<file path="src/rtl/eth_tx_frame_arbiter.sv">
// Frame-atomic round-robin arbiter merging NUM_CH AXI-Stream transmit sources into one MAC tx stream.
// Enforces an idle gap after every frame and cuts frames that exceed MAX_BEATS.
module eth_tx_frame_arbiter #(
    parameter int NUM_CH     = 2,
    parameter int DATA_WIDTH = 8,
    parameter int GAP_CYCLES = 0,
    parameter int MAX_BEATS  = 1522
) (
    input  logic                         clock,
    input  logic                         reset,
    input  logic [NUM_CH-1:0]            ch_enable,
    input  logic [NUM_CH*DATA_WIDTH-1:0] s_axis_tdata,
    input  logic [NUM_CH-1:0]            s_axis_tvalid,
    output logic [NUM_CH-1:0]            s_axis_tready,
    input  logic [NUM_CH-1:0]            s_axis_tlast,
    output logic [DATA_WIDTH-1:0]        m_axis_tdata,
    output logic                         m_axis_tvalid,
    input  logic                         m_axis_tready,
    output logic                         m_axis_tlast,
    output logic [$clog2(NUM_CH):0]      m_axis_tchannel,
    output logic                         truncated
);

    localparam int GW  = (NUM_CH > 1) ? $clog2(NUM_CH) : 1;
    localparam int TW  = $clog2(NUM_CH) + 1;
    localparam int CW  = (MAX_BEATS > 0) ? $clog2(MAX_BEATS + 1) : 1;
    localparam int GCW = (GAP_CYCLES > 0) ? $clog2(GAP_CYCLES + 1) : 1;

    localparam logic [CW-1:0]  CNT_LIMIT = (MAX_BEATS > 0) ? CW'(MAX_BEATS - 1) : '0;
    localparam logic [CW-1:0]  CNT_SAT   = '1;
    localparam logic [GCW-1:0] GAP_LAST  = (GAP_CYCLES > 0) ? GCW'(GAP_CYCLES - 1) : '0;
    localparam logic [GW-1:0]  LAST_CH   = GW'(NUM_CH - 1);

    typedef enum logic [1:0] {IDLE, PASS, DROP, GAP} state_t;

    state_t                 state;
    logic [GW-1:0]          grant;
    logic [GW-1:0]          rr_ptr;
    logic [GW-1:0]          next_ptr;
    logic [GW-1:0]          arb_pick;
    logic                   arb_found;
    logic [CW-1:0]          beat_cnt;
    logic [GCW-1:0]         gap_cnt;
    logic [DATA_WIDTH-1:0]  ch_data [NUM_CH];
    logic [2*NUM_CH-1:0]    cand_rot;
    logic                   src_valid;
    logic                   src_last;
    logic                   at_limit;
    logic                   m_hs;
    logic                   drop_end;

    always_comb begin
        for (int i = 0; i < NUM_CH; i++) begin
            ch_data[i] = s_axis_tdata[i*DATA_WIDTH +: DATA_WIDTH];
        end
    end

    // Rotate the candidate set so bit 0 is rr_ptr; the first set bit is the next owner.
    always_comb begin
        int pick_idx;
        pick_idx  = 0;
        arb_found = 1'b0;
        arb_pick  = '0;
        cand_rot  = {s_axis_tvalid & ch_enable, s_axis_tvalid & ch_enable} >> rr_ptr;
        for (int i = 0; i < NUM_CH; i++) begin
            if (!arb_found && cand_rot[i]) begin
                arb_found = 1'b1;
                pick_idx  = int'(rr_ptr) + i;
                if (pick_idx >= NUM_CH) begin
                    pick_idx = pick_idx - NUM_CH;
                end
                arb_pick = GW'(pick_idx);
            end
        end
    end

    assign src_valid = s_axis_tvalid[grant];
    assign src_last  = s_axis_tlast[grant];
    assign at_limit  = (MAX_BEATS > 0) && (beat_cnt == CNT_LIMIT);
    assign next_ptr  = (grant == LAST_CH) ? '0 : grant + GW'(1);
    assign m_hs      = (state == PASS) && src_valid && m_axis_tready;
    assign drop_end  = (state == DROP) && src_valid && src_last;

    assign m_axis_tchannel = TW'(grant);

    // The owning channel is wired straight through so PASS adds no latency.
    always_comb begin
        m_axis_tdata  = '0;
        m_axis_tvalid = 1'b0;
        m_axis_tlast  = 1'b0;
        s_axis_tready = '0;
        case (state)
            PASS: begin
                m_axis_tdata         = ch_data[grant];
                m_axis_tvalid        = src_valid;
                m_axis_tlast         = src_last || at_limit;
                s_axis_tready[grant] = m_axis_tready;
            end
            DROP: begin
                s_axis_tready[grant] = 1'b1;
            end
            default: begin
            end
        endcase
    end

    always_ff @(posedge clock or posedge reset) begin
        if (reset) begin
            state     <= IDLE;
            grant     <= '0;
            rr_ptr    <= '0;
            beat_cnt  <= '0;
            gap_cnt   <= '0;
            truncated <= 1'b0;
        end else begin
            truncated <= 1'b0;
            case (state)
                IDLE: begin
                    if (arb_found) begin
                        grant    <= arb_pick;
                        beat_cnt <= '0;
                        state    <= PASS;
                    end
                end
                PASS: begin
                    if (m_hs) begin
                        if (src_last || at_limit) begin
                            rr_ptr   <= next_ptr;
                            beat_cnt <= '0;
                            gap_cnt  <= '0;
                            if (!src_last) begin
                                truncated <= 1'b1;
                                state     <= DROP;
                            end else if (GAP_CYCLES > 0) begin
                                state <= GAP;
                            end else begin
                                state <= IDLE;
                            end
                        end else if (beat_cnt != CNT_SAT) begin
                            beat_cnt <= beat_cnt + CW'(1);
                        end
                    end
                end
                DROP: begin
                    // The cut frame's tail is swallowed so the source can move on.
                    if (drop_end) begin
                        if (GAP_CYCLES > 0) begin
                            state <= GAP;
                        end else begin
                            state <= IDLE;
                        end
                    end
                end
                GAP: begin
                    if (gap_cnt == GAP_LAST) begin
                        state <= IDLE;
                    end else begin
                        gap_cnt <= gap_cnt + GCW'(1);
                    end
                end
                default: begin
                    state <= IDLE;
                end
            endcase
        end
    end

endmodule

</file>
<file path="config.mk">
export PLATFORM = sky130hd
export DESIGN_NAME = eth_tx_frame_arbiter
export DESIGN_NICKNAME = d
export VERILOG_FILES = /design/src/rtl/eth_tx_frame_arbiter.sv
export SDC_FILE = /design/constraint.sdc
export NUM_CORES = 1
export LEC_CHECK = 0
export BUFFER_PORTS_ARGS = -buffer_cell sky130_fd_sc_hd__buf_2
export CORE_MARGIN = 8
export CORE_UTILIZATION = 50
export CTS_CLUSTER_SIZE = 40
export DETAILED_ROUTE_END_ITERATION = 8
export GPL_TIMING_DRIVEN = 0
export PLACE_DENSITY = 0.79
export REMOVE_ABC_BUFFERS = 1
export SYNTH_ARGS = -nofsm -noshare
export SYNTH_HDL_FRONTEND = slang
export SYNTH_SLANG_ARGS = --single-unit
</file>
<file path="constraint.sdc">
create_clock -name clock -period 2.5 [get_ports clock]
set_input_delay 0.125 -clock clock [delete_from_list [all_inputs] [get_ports clock]]
set_output_delay 0.125 -clock clock [all_outputs]
set_load 0.05 [all_outputs]
</file>
---- Word level (Yosys, flattened, before mapping) ----
Cells that the tools add are included.
storage, ports and cells
  bits in read-only memories .............. 0
  memories kept ........................... 0
  latch bits .............................. 0
  input port bits ......................... 25
  bits in registers ....................... 17
  memory bits (writable) .................. 0
cells by class
  multiply operators ...................... 0
  mux-type cells .......................... 40
  eq/ne operators ......................... 11
  add/subtract/negate cells ............... 6
  shifts and indexed selects .............. 1
  divide/modulo/power cells ............... 0
  $lt $le $gt $ge ......................... 5
  bitwise logic cells ..................... 3
  reductions and logical operators ........ 16
operators by type and width
  operator               number
  $mux 11                4
  $mux 8                 4
  $pmux 11 s2            1
  $mux 1                 21
  $mux 2                 6
  $add 11x1->11 const B  1
  $eq 11x11->1 const B   1
  $ne 11x11->1 const B   1
  $ne 2x2->1 const B     4
  $pmux 2 s4             1
  $logic_and 1x1->1      6
  $reduce_and 3->1       2
  $reduce_and 5->1       1
  $and 2x2->2            2
  $eq 2x2->1 const B     2
  $ge 2x2->1 const B     2
  $pmux 2 s2             1
  $reduce_and 4->1       1
  $reduce_bool 2->1      2
  $shr 4x1->2            1
  $ne 3x1->1 const B     1
  $add 1x1->1 const B    2
  $add 1x1->2 const B    1
  $eq 2x1->1 const B     1
  12 further kinds       13

---- Logic depth before layout (Yosys ltp) ----
  word-level depth ........................ 8
  mapped depth ............................ 9

---- Worst setup path after synthesis ----
Ideal clock, no wire load.
  kind .................................... register to register
  start ................................... register beat_cnt[1]
  end ..................................... register state[0]
  clock period less this slack ............ 2.088 ns
  required time ........................... 2.372 ns
  stages on the path, launching flop included .. 10
  setup slack ............................. 0.412 ns
  path buffers ............................ 2
  data arrival time ....................... 1.961 ns
  cell sequence ........................... dfrtp_1 -> inv_1 -> ha_1 -> nand4bb_1 -> or4_1 -> buf_2 -> and3_1 -> buf_6 -> a211oi_2 -> mux2_1
on the way
  cells in the longest elaborated chain, start to end .. 4
RTL lines
  element                     line  source
  start, declared             42    logic [CW-1:0] beat_cnt;
  start signal, assigned      140   beat_cnt <= beat_cnt + CW'(1);
  $eq 11x11->1                79    assign at_limit = (MAX_BEATS > 0) && (beat_cnt == CNT_LIMIT);
  $logic_or 1x1->1            127   if (src_last || at_limit) begin
  $ne 2x1->1 (no line)        --
  $reduce_and 5->1 (no line)  --
  end signal, assigned        133   state <= DROP;
  end signal, assigned        135   state <= GAP;
  end signal, assigned        137   state <= IDLE;
  end, declared               36    state_t state;
No other way between the ends.
A chain may end at the register's enable or synchronous reset.

---- Final worst setup path ----
  start ................................... register grant
  end ..................................... register beat_cnt[9]
on the way
  cells in the longest elaborated chain, start to end .. 6
  elaborated cells on any way between the ends .. 13
  those cells by class .................... 2 x eq/ne; 7 x mux; 4 x reduce/logical
RTL lines
  element                                                       line     source
  start, declared                                               37       logic [GW-1:0] grant;
  start signal, assigned                                        120      grant <= arb_pick;
  $mux 1, on equally long branches (2 in a row)                 78, 77
  $logic_or 1x1->1 / $logic_and 1x1->1 (equally long branches)  127, 81
  $mux 11 / $logic_and 1x1->1 (equally long branches)           127, 81
  $mux 11 / $ne 2x2->1 (equally long branches)                  --
  $pmux 11 s2 / $reduce_and 4->1 (equally long branches)        --
Parallel ways exist; a longest one is shown, timed or not. The select of a mux whose other input is x is not followed.

==> impl_metrics.py <==
metrics = {
    "global_routing": {
        "antenna_found_initial": 0,
        "grt_pass1_wl_mm": 4.86,
        "grt_pass1_vias": 1157,
        "grt_max_degree": 17,
        "gr-total-overflow": 0,
        "grt.total_usage": 0.142,
    },
    "logic_synthesis": {
        "syn_area_per_cell_um2": 8.67,
        "synth_top_flop_cell": "dfrtp_1",
        "synth.distinct_cells": 42,
        "synthTopCellsByCount": "dfrtp_1 (16), nand2_1 (15), mux2i_1 (11), nor2b_1 (10)",
        "yosysMostFrequentCell": "dfrtp_1",
        "synth_top_area_frac": 0.328,
        "synthCells": 141,
        "async_flop_share": 1.00,
        "synth_area_um2": 1220,
        "synth_area_leaders": "dfrtp_1 (33%), mux2i_1 (9.0%), ha_1 (5.1%), nor2b_1 (5.1%), nand2_1 (4.6%)",
        "yosys.area.top_type": "dfrtp_1",
        "yosysSeqAreaShare": 0.328,
        "synth-seq-cells": 16,
        "synth-edff-count": 0,
        "yosysWarnings": 0,
    },
    "cells_and_area": {
        "area_growth_pct": 18.3,
        "finalNetCount": 206,
        "num-fill-cells": 211,
        "regArea_um2": 400,
        "antenna_cells": 0,
        "drive_gt1_frac": 0.263,
        "fin_cells": 205,
        "multi_input_area_um2": 746,
    },
    "sta": {
        "setup_tns_ps": 0,
        "finalMaxSlewViolations": 0,
        "finalCriticalPeriod_ps": 2250,
        "fmax_mhz": 444,
        "period_share": 0.900,
        "clock_skew_ps": 4.21,
        "worst_pin_slew_ps": 680,
        "setup_viol_count_final": 0,
        "rsz0062_at_grt": "no",
        "relSlewSlack": 0.547,
        "hold_viol": 0,
    },
    "worst_hold_path": {
        "hold_class": "input pin to flip-flop",
    },
    "placement": {
        "hpwl_mm": 2.40,
        "dp_cells": 200,
        "globalplace.congestion": 0.874,
        "portBuffers": 38,
    },
    "routing": {
        "first_pass_iters": 4,
        "wl_per_cell_um": 15.1,
        "vias_per_cell": 6.06,
        "drt_iter0_drc": 66,
        "ant_nets": 0,
        "vias": 1243,
        "drc": 0,
        "wl_mm": 3.10,
    },
    "setup_path": {
        "worstPathArrival_ps": 2450,
        "required_ps": 2700,
        "worst_setup_path_end_kind": "flip-flop",
        "crit_family": "flip-flops",
        "crit_chain": "mux2i_1 > nor2_1 > o21ai_1 > nor2_1 > a22o_1",
        "cp_slowest_cell": "dfrtp_1",
        "critPathMaxFanout": 16,
        "max_stage_delay_ps": 790,
        "crit_top_cell": "nor2_1",
        "worstSetupStartpointType": "flip-flop",
        "path_class": "flip-flop to flip-flop",
        "crit_buf_inv": 0,
    },
    "cts": {
        "clk_latency_ps": 300,
        "clockRootBuffer": "clkbuf_4",
        "clkTransAtPathRegs_ps": 100,
        "cts_setup_buffers": 0,
        "cts_hold_buf": 1,
        "numCtsBuffers": 3,
        "cts.repair.resized": 0,
        "clock-sinks": 16,
        "cts_max_path_buffers": 2,
        "htree_levels": 1,
        "cts_tree": "yes",
    },
    "power_and_ir_drop": {
        "p_leak_nw": 0.716,
        "ir_drop_mv": 0.710,
        "powerDensity_nw_per_um2": 990,
    },
    "floorplan": {
        "die_w_um": 65.4,
        "ios": 40,
        "core_area_um2": 2390,
        "rows": 18,
        "die_h_um": 65.4,
        "start_util": 0.512,
        "die_area_um2": 4280,
    },
    "flow_run": {
        "maxCapViolations": 0,
    },
    "status": {
        "outcome": "completed",
    },
}
[final timing paths]
kind / startpoint / endpoint / slack (ps) / cells after the start
worst max-delay path: grant / beat_cnt[9] / 250 / 5
worst min-delay path: ch_enable[0] / grant / 50 / 2
worst max register to register: grant / beat_cnt[9] / 250 / 5
worst min register to register: rr_ptr / rr_ptr / 540 / 1
max in group asynchronous: reset / state[0] / 1660 / 3
min in group asynchronous: reset / beat_cnt[7] / 440 / 3
[cell families after synthesis]
logic type / count (synthesis) / synth area share
AO/OA/AOI/OAI: 33 / 0.194
adder cells (fa/ha/maj): 5 / 0.0512
buffers and inverters: 16 / 0.0624
flip-flops: 16 / 0.328
multiplexers: 13 / 0.108
other: 1 / 0.00307
AND/OR/NAND/NOR: 57 / 0.253
[registers in the layout, summed over array words and instances (netlist names)]
signal and cells:
beat_cnt 11, grant 1, rr_ptr 1, state 2, truncated 1
[placed cells by master (no fill, tap or decap), types with 4 or more instances in the layout]
cell type | Yosys | routed
a21oi_1 | 4 | 4
a41oi_1 | 4 | 4
and2_1 | 4 | 4
and3_1 | 4 | 4
buf_2 | 1 | 38
dfrtp_1 | 16 | 16
ha_1 | 5 | 5
inv_1 | 7 | 7
mux2i_1 | 11 | 11
nand2_1 | 15 | 15
nand3_1 | 6 | 6
nor2_1 | 7 | 7
nor2b_1 | 10 | 10
[where the power goes]
part | switching, mW | internal [mW]
clock network | 0.0901 | 0.0889
logic | 0.600 | 0.279
registers | 0.0765 | 0.298
[stage by stage]
stage          utilization  setup slack, ps  total power [mW]  hold slack (ps)  cell area (µm²)
6_report             0.606              249              1.43             50.3             1450
5_1_grt              0.606             14.1              1.53             42.6             1450
4_1_cts              0.606              278              1.44             54.0             1450
3_5_place_dp         0.586              296              1.26              225             1400
3_3_place_gp         0.586              335              1.23              231             1400
2_1_floorplan            -              320              1.06             38.7             1170
[per-layer routing]
metal	track usage	share of wire
met1	0.139	0.36
met2	0.253	0.49
met3	0.0595	0.14
met4	0.0627	0.017
met5	0	0
[final cells by class]
type,instances,share of cell area
timing repair buffer,39,0.138
sequential,16,0.277
tap,30,0.0260
clock buffer,4,0.0251
multi-input combinational,109,0.516
inverter,7,0.0182
No activity file was read; power rests on OpenSTA's default activity.
